$ cat config.mk
export PLATFORM = sky130hd
export DESIGN_NAME = character_motion_ctrl_flat
export DESIGN_NICKNAME = d
export VERILOG_FILES = /design/src/rtl/character_motion_ctrl_pkg.sv /design/src/rtl/character_motion_ctrl_if.sv /design/src/rtl/character_motion_ctrl_hit_window_detect.sv /design/src/rtl/character_motion_ctrl.sv /design/src/flat_wrapper.sv
export SDC_FILE = /design/constraint.sdc
export NUM_CORES = 1
export LEC_CHECK = 0
export CAP_MARGIN = 0
export CELL_PAD_IN_SITES_DETAIL_PLACEMENT = 1
export CELL_PAD_IN_SITES_GLOBAL_PLACEMENT = 1
export CORE_MARGIN = 2
export CORE_UTILIZATION = 35
export DETAILED_ROUTE_END_ITERATION = 16
export GPL_ROUTABILITY_DRIVEN = 0
export PLACE_DENSITY = 0.71
export SETUP_SLACK_MARGIN = 0.5
export SYNTH_ARGS = -nofsm -noshare
export SYNTH_HDL_FRONTEND = slang
export SYNTH_SLANG_ARGS = --single-unit
$ cat constraint.sdc
create_clock -name clk -period 4.4 [get_ports clk]
set_clock_uncertainty 0.05 [all_clocks]
set_input_delay 0.66 -clock clk [delete_from_list [all_inputs] [get_ports clk]]
set_output_delay 0.66 -clock clk [all_outputs]
set_load 0.005 [all_outputs]
$ cat src/rtl/character_motion_ctrl_pkg.sv
// Shared action-state codes and arena constants for the
// action state machine and the character motion controller.
package character_motion_ctrl_pkg;

   typedef enum logic [2:0] {
      ST_IDLE       = 3'd0,
      ST_BACKWARD   = 3'd1,
      ST_FORWARD    = 3'd2,
      ST_ATTACK     = 3'd3,
      ST_DIR_ATTACK = 3'd4
   } action_e;

   localparam int ATK_CNT_MAX = 23;
   localparam int DIR_CNT_MAX = 22;
   localparam int ARENA_W     = 640;
   localparam int BODY_W      = 64;
   localparam int SCREEN_W    = 640;
   localparam int SCREEN_H    = 480;
   localparam int XW          = 10;
   localparam int CW          = 5;

   function automatic logic signed [11:0] s12(input int v);
      return $signed(12'(v));
   endfunction

endpackage

$ cat src/rtl/character_motion_ctrl_if.sv
// Per-player motion bundle between the action state machine,
// this controller and the health/score stage.
interface character_motion_ctrl_if;
   import character_motion_ctrl_pkg::*;

   logic          i_frame_tick;
   logic [2:0]    i_state;
   logic [CW-1:0] i_count;
   logic          i_facing_right;
   logic [XW-1:0] i_opp_x;
   logic [XW-1:0] o_x;
   logic          o_hitbox_active;
   logic          o_hit;
   logic [3:0]    o_damage;

   modport master (
      output i_frame_tick, i_state, i_count,
      output i_facing_right, i_opp_x,
      input  o_x, o_hitbox_active, o_hit, o_damage
   );

   modport slave (
      input  i_frame_tick, i_state, i_count,
      input  i_facing_right, i_opp_x,
      output o_x, o_hitbox_active, o_hit, o_damage
   );

endinterface

$ cat src/rtl/character_motion_ctrl_hit_window_detect.sv
// Combinational attack window and hitbox/hurtbox overlap test,
// shared with the opponent instance and the debug overlay.
module hit_window_detect
   import character_motion_ctrl_pkg::*;
#(
   parameter int P_WIDTH      = BODY_W,
   parameter int P_REACH      = 40,
   parameter int P_ATK_ACT_LO = 6,
   parameter int P_ATK_ACT_HI = 11,
   parameter int P_DIR_ACT_LO = 8,
   parameter int P_DIR_ACT_HI = 13
) (
   input  logic [XW-1:0] x,
   input  logic          facing_right,
   input  logic [XW-1:0] opp_x,
   input  logic [2:0]    state,
   input  logic [CW-1:0] count,
   output logic          active,
   output logic          overlap
);

   logic signed [11:0] x_s;
   logic signed [11:0] opp_s;
   logic signed [11:0] hb_lo;
   logic signed [11:0] hb_hi;

   always_comb begin
      x_s   = $signed({2'b00, x});
      opp_s = $signed({2'b00, opp_x});
      hb_lo = facing_right ? x_s + s12(P_WIDTH)
                           : x_s - s12(P_REACH);
      hb_hi = facing_right ? x_s + s12(P_WIDTH + P_REACH)
                           : x_s;
      // half-open intervals on both boxes
      overlap = (hb_lo < opp_s + s12(P_WIDTH)) &&
                (opp_s < hb_hi);
      active = 1'b0;
      case (state)
         ST_ATTACK:
            active = (count >= CW'(P_ATK_ACT_LO)) &&
                     (count <= CW'(P_ATK_ACT_HI));
         ST_DIR_ATTACK:
            active = (count >= CW'(P_DIR_ACT_LO)) &&
                     (count <= CW'(P_DIR_ACT_HI));
         default:
            active = 1'b0;
      endcase
   end

endmodule

$ cat src/rtl/character_motion_ctrl.sv
// Per-frame position integration with arena/opponent clamping,
// plus registered hitbox window and single-shot hit pulse.
module character_motion_ctrl
   import character_motion_ctrl_pkg::*;
#(
   parameter int P_INIT_X      = 100,
   parameter int P_X_MIN       = 0,
   parameter int P_X_MAX       = ARENA_W,
   parameter int P_WIDTH       = BODY_W,
   parameter int P_FWD_SPEED   = 3,
   parameter int P_BWD_SPEED   = 2,
   parameter int P_LUNGE_SPEED = 4,
   parameter int P_REACH       = 40,
   parameter int P_ATK_ACT_LO  = 6,
   parameter int P_ATK_ACT_HI  = 11,
   parameter int P_DIR_ACT_LO  = 8,
   parameter int P_DIR_ACT_HI  = 13,
   parameter int P_DMG_NEUTRAL = 5,
   parameter int P_DMG_DIR     = 8
) (
   input logic clk,
   input logic nRst,
   character_motion_ctrl_if.slave bus
);

   logic [XW-1:0]      x_q;
   logic [XW-1:0]      x_nxt;
   logic               act_q;
   logic               hit_q;
   logic [3:0]         dmg_q;
   logic               latch_q;
   logic               win_active;
   logic               win_overlap;
   logic               in_attack;
   logic               hit_fire;
   logic signed [11:0] x_s;
   logic signed [11:0] opp_s;
   logic signed [11:0] step;
   logic signed [11:0] nx;
   logic               fwd;
   logic               body_ovl;
   logic               ahead;

   hit_window_detect #(
      .P_WIDTH      (P_WIDTH),
      .P_REACH      (P_REACH),
      .P_ATK_ACT_LO (P_ATK_ACT_LO),
      .P_ATK_ACT_HI (P_ATK_ACT_HI),
      .P_DIR_ACT_LO (P_DIR_ACT_LO),
      .P_DIR_ACT_HI (P_DIR_ACT_HI)
   ) u_hwd (
      .x            (x_q),
      .facing_right (bus.i_facing_right),
      .opp_x        (bus.i_opp_x),
      .state        (bus.i_state),
      .count        (bus.i_count),
      .active       (win_active),
      .overlap      (win_overlap)
   );

   always_comb begin
      x_s   = $signed({2'b00, x_q});
      opp_s = $signed({2'b00, bus.i_opp_x});
      step  = '0;
      case (bus.i_state)
         ST_FORWARD:  step = s12(P_FWD_SPEED);
         ST_BACKWARD: step = -s12(P_BWD_SPEED);
         ST_DIR_ATTACK:
            if (bus.i_count < CW'(P_DIR_ACT_LO))
               step = s12(P_LUNGE_SPEED);
         default:     step = '0;
      endcase
      fwd = (step > 12'sd0);
      nx  = bus.i_facing_right ? x_s + step : x_s - step;
      if (nx < s12(P_X_MIN))
         nx = s12(P_X_MIN);
      else if (nx > s12(P_X_MAX - P_WIDTH))
         nx = s12(P_X_MAX - P_WIDTH);
      body_ovl = (x_s < opp_s + s12(P_WIDTH)) &&
                 (opp_s < x_s + s12(P_WIDTH));
      ahead = bus.i_facing_right ?
              (opp_s >= x_s + s12(P_WIDTH)) :
              (opp_s + s12(P_WIDTH) <= x_s);
      // an opponent behind us never limits a forward step
      if (fwd) begin
         if (body_ovl)
            nx = x_s;
         else if (ahead && bus.i_facing_right) begin
            if (nx > opp_s - s12(P_WIDTH))
               nx = opp_s - s12(P_WIDTH);
         end else if (ahead) begin
            if (nx < opp_s + s12(P_WIDTH))
               nx = opp_s + s12(P_WIDTH);
         end
      end
      x_nxt = nx[XW-1:0];
   end

   always_comb begin
      in_attack = (bus.i_state == ST_ATTACK) ||
                  (bus.i_state == ST_DIR_ATTACK);
      hit_fire  = win_active && win_overlap && !latch_q;
   end

   always_ff @(posedge clk or negedge nRst) begin
      if (!nRst) begin
         x_q     <= XW'(P_INIT_X);
         act_q   <= 1'b0;
         hit_q   <= 1'b0;
         dmg_q   <= '0;
         latch_q <= 1'b0;
      end else begin
         if (bus.i_frame_tick)
            x_q <= x_nxt;
         act_q   <= win_active;
         hit_q   <= hit_fire;
         if (hit_fire)
            dmg_q <= (bus.i_state == ST_DIR_ATTACK) ?
                     4'(P_DMG_DIR) : 4'(P_DMG_NEUTRAL);
         latch_q <= in_attack && (latch_q || hit_fire);
      end
   end

   assign bus.o_x             = x_q;
   assign bus.o_hitbox_active = act_q;
   assign bus.o_hit           = hit_q;
   assign bus.o_damage        = dmg_q;

endmodule

$ cat src/flat_wrapper.sv
// flat-port wrapper written by rule: the top's interface ports become plain ports
module character_motion_ctrl_flat import character_motion_ctrl_pkg::*;
#(
   parameter int P_INIT_X      = 100,
   parameter int P_X_MIN       = 0,
   parameter int P_X_MAX       = ARENA_W,
   parameter int P_WIDTH       = BODY_W,
   parameter int P_FWD_SPEED   = 3,
   parameter int P_BWD_SPEED   = 2,
   parameter int P_LUNGE_SPEED = 4,
   parameter int P_REACH       = 40,
   parameter int P_ATK_ACT_LO  = 6,
   parameter int P_ATK_ACT_HI  = 11,
   parameter int P_DIR_ACT_LO  = 8,
   parameter int P_DIR_ACT_HI  = 13,
   parameter int P_DMG_NEUTRAL = 5,
   parameter int P_DMG_DIR     = 8
)
  (clk, nRst, bus_i_frame_tick, bus_i_state, bus_i_count, bus_i_facing_right, bus_i_opp_x, bus_o_x, bus_o_hitbox_active, bus_o_hit, bus_o_damage);
  character_motion_ctrl_if bus_i ();
  input logic clk;
  input logic nRst;
  input wire logic [$bits(bus_i.i_frame_tick)-1:0] bus_i_frame_tick;
  input wire logic [$bits(bus_i.i_state)-1:0] bus_i_state;
  input wire logic [$bits(bus_i.i_count)-1:0] bus_i_count;
  input wire logic [$bits(bus_i.i_facing_right)-1:0] bus_i_facing_right;
  input wire logic [$bits(bus_i.i_opp_x)-1:0] bus_i_opp_x;
  output wire logic [$bits(bus_i.o_x)-1:0] bus_o_x;
  output wire logic [$bits(bus_i.o_hitbox_active)-1:0] bus_o_hitbox_active;
  output wire logic [$bits(bus_i.o_hit)-1:0] bus_o_hit;
  output wire logic [$bits(bus_i.o_damage)-1:0] bus_o_damage;
  assign bus_i.i_frame_tick = bus_i_frame_tick;
  assign bus_i.i_state = bus_i_state;
  assign bus_i.i_count = bus_i_count;
  assign bus_i.i_facing_right = bus_i_facing_right;
  assign bus_i.i_opp_x = bus_i_opp_x;
  assign bus_o_x = bus_i.o_x;
  assign bus_o_hitbox_active = bus_i.o_hitbox_active;
  assign bus_o_hit = bus_i.o_hit;
  assign bus_o_damage = bus_i.o_damage;
  character_motion_ctrl #(.P_INIT_X(P_INIT_X), .P_X_MIN(P_X_MIN), .P_X_MAX(P_X_MAX), .P_WIDTH(P_WIDTH), .P_FWD_SPEED(P_FWD_SPEED), .P_BWD_SPEED(P_BWD_SPEED), .P_LUNGE_SPEED(P_LUNGE_SPEED), .P_REACH(P_REACH), .P_ATK_ACT_LO(P_ATK_ACT_LO), .P_ATK_ACT_HI(P_ATK_ACT_HI), .P_DIR_ACT_LO(P_DIR_ACT_LO), .P_DIR_ACT_HI(P_DIR_ACT_HI), .P_DMG_NEUTRAL(P_DMG_NEUTRAL), .P_DMG_DIR(P_DMG_DIR)) u_core (.clk(clk), .nRst(nRst), .bus(bus_i));
endmodule
==> key figures <==
Run status
  – Status: complete, but fails checks
  – Failing checks: negative setup slack

Clocking
  – Clock sinks: 15
  – Root Buffer: clkbuf_8
  – Hold_buf cts: 0
  – TritonCTS Buffers: 3
  – CTS H-tree lvls: 1
  – CTS tree: done
  – Clock Tree Buf Depth: 2
  – Clk_lat worst skew: 0.26 ns
  – Clock transition at the registers of the reported paths: 0.07 ns

Final layout
  – Cell Count, Final, Fillers Out: 636
  – Area delta synth->final: 49.5%
  – Fillers: 1076
  – End-of-flow core utilization: 53.8%
  – Antenna cells: 0
  – Layout cells sized above 1: 33.7%
  – Final net count: 616

GRT
  – First-pass GRT wire length: 20300 um
  – Gr usage total: 25.3%
  – Vias in the first global route: 3968
  – Largest net degree at the start of global routing: 20
  – Antenna violations before repair: 0
  – Total grt overflow: 0

Synthesis
  – Largest cells by area after synthesis: ha_1 25%, dfrtp_1 9.1%, xnor2_1 4.8%
  – Synthesized cell area: 0.00331 sq mm
  – Distinct cells, synth: 71
  – Gate Count Post-Synth: 409
  – Mean Syn Cell Area: 8.10 sq um
  – FF+latch count, synth: 15
  – Synth top cells by count: 67 x ha_1, 38 x inv_1, 29 x nor2_1, 24 x o21ai_0, 21 x nand2_1
  – Synth area leader: ha_1
  – Share of Yosys cell area claimed by the top area cell type: 25.3%
  – Sequential fraction of the synthesis area: 11.4%
  – Top-count cell post-synth: ha_1
  – EDFF count, synth: 0
  – Top_reg_cell synth: dfrtp_1
  – Synth warn: 0
  – Post-synthesis async set-or-reset flop share: 100%

Min path
  – HP Class: flop to flop
  – Hold_sp: u_core.bus.o_damage[3]$_DFFE_PN0P_

Setup path
  – Crit start category: input port
  – Critical Path Source: bus_i_state[2]
  – Crit path DAT: 5.67 ns
  – Critical path capture point type: flop
  – CP required: 4.50 ns
  – Crit-path max FO: 8
  – Largest stage delay, worst path: 0.40 ns
  – Critical-path top delay cell: fa_2
  – Reg2reg start: u_core.bus.o_x[0]$_DFFE_PN0P_
  – CP Class: input port to flop

Flow run
  – Max-Cap Viols: 0

Route
  – DR vias: 3701
  – WL/cell: 22.0 um
  – Router iterations before antenna repair: 4
  – Vias per inst: 5.82
  – Wirelength, routed: 14000 um
  – Routed Antenna Nets: 0
  – DRC Markers: 0
  – DRT iter0 DRCs: 170

Timing
  – Slew @ Worst Pin: 0.762 ns
  – Max-slew violation count: 0
  – Setup TNS: -11.22 ns
  – Final hold vios: 0
  – Tcrit/Tclk final: 127%
  – Min Clock Period, post-route: 5.57 ns
  – Max Freq: 180 MHz
  – Max-slew headroom: 49.0%
  – RSZ-0062 raised after global routing: true
  – Worst setup margin: -1.17 ns
  – Final setup violation count: 10

Floorplanning
  – # IOs: 38
  – Die boundary width: 101 um
  – Core footprint: 0.00920 sq mm
  – Die height: 101 um
  – Initial core utilization: 36.0%
  – Die Area: 0.0103 sq mm
  – FP Rows: 35

Power and ir drop
  – Pint: 1870 uW
  – Switch Pwr: 1850 uW
  – PD cells: 750 mW/mm^2
  – Reported leakage power: 0.00225 uW
  – Logic pwr share: 89.2%
  – Maximum vdd drop: 410 uV
  – Clock Power Share: 3.3%
  – Sequential share of power: 7.5%
  – Switching share of power: 49.7%

Place
  – HPWL after DPL: 9590 um
  – Placed cells: 614
  – PortBufs: 35
==> final cells by class <==
type	count	area, sq um	area share, %
timing repair buffer	125	1090	21.9
inverter	39	146	2.96
sequential	15	379	7.66
multi-input combinational	342	3150	63.7
tap	111	139	2.81
clock buffer	3	41.3	0.834
clock inverter	1	5.00	0.101
==> registers in the layout (all words and copies together) (netlist names) <==
name	flops
u_core.bus.o_damage	2
u_core.bus.o_x	10
u_core.bus.o_hit	1
u_core.bus.o_hitbox_active	1
u_core.latch_q	1
==> per-layer routing <==
metal  track usage, %  vias to the layer above  share of wire, %
met5                0                        -                 0
met4             5.61                        0               2.3
met3             3.24                       32               4.9
met2             45.2                      111                51
met1             32.5                     1838                42
li1                 -                     1720                 -
==> through the flow <==
stage                     total power [uW]  instance area (sq um)  worst slack [ns]  hold slack (ns)
after CTS                             3270                   4680            -0.948            0.495
after detailed placement              2830                   4350             -1.74            0.485
after global placement                2730                   4350             -1.57            0.459
final                                 3710                   4950             -1.17            0.486
after floorplan                       1810                   3400            -0.862            0.314
after global routing                  3960                   4950             -1.32            0.519
==> path summary, 6_finish.rpt <==
check,slack [ns],cells past startpoint,endpoint
worst max register to register,-0.39,23,u_core.bus.o_x[4]$_DFFE_PN0P_
worst min register to register,0.49,2,u_core.bus.o_damage[3]$_DFFE_PN0P_
min in group asynchronous,0.79,1,u_core.bus.o_hitbox_active$_DFF_PN0_
worst max-delay path,-1.17,29,u_core.bus.o_x[4]$_DFFE_PN0P_
worst min-delay path,0.49,2,u_core.bus.o_damage[3]$_DFFE_PN0P_
max in group asynchronous,3.03,1,u_core.bus.o_x[7]$_DFFE_PN0P_
==> cells by family (layout without fill, tap and decap cells) <==
logic type | after synthesis | in the layout | synth area share (%)
AO/OA/AOI/OAI | 119 | 119 | 24.9
XOR/XNOR | 27 | 27 | 7.82
adder cells (fa/ha/maj) | 68 | 68 | 25.9
buffers and inverters | 53 | 168 | 6.91
flip-flops | 15 | 15 | 11.4
multiplexers | 8 | 8 | 2.64
other | 1 | 2 | 0.113
AND/OR/NAND/NOR | 118 | 118 | 20.3
==> layout by cell type (no fill, tap or decap), types with 8 or more instances in the layout <==
cell type        instances
buf_4                   82
ha_1                    59
inv_1                   37
clkdlybuf4s50_1         30
nor2_1                  22
xnor2_1                 18
nand2_1                 17
o21ai_0                 17
a21oi_1                 13
dfrtp_1                 12
nand3_1                 10
o21a_1                  10
a21o_1                   8
nor3_1                   8
==> critical path: cells and delay by family <==
| kind | cells | cell delay, ns |
|---|---|---|
| xor gates and xnor gates | 1 | 0.28 |
| and+or+nand+nor | 11 | 1.69 |
| AOI/OAI and AO/OA | 9 | 1.36 |
| adders and majority gates | 3 | 1.00 |
| buffers and inverters | 5 | 0.67 |
==> power groups by stage <==
| stage | clock [uW] | sequential, uW | combinational, uW |
|---|---|---|---|
| finish | 124 | 279 | 3310 |
| global placement | 0 | 278 | 2450 |
| CTS | 122 | 279 | 2870 |
| floorplan | 0 | 284 | 1530 |
| detailed placement | 0 | 280 | 2550 |
| global route | 130 | 284 | 3540 |
==> timing repair <==
action,4_1_cts,5_1_grt
buffers inserted,11,6
pin swaps,40,40
gates resized for setup,52,46
cloned,1,0
endpoints found under the setup margin,10,11
hold endpoints to repair,0,0
No activity file was read; power rests on OpenSTA's default activity.
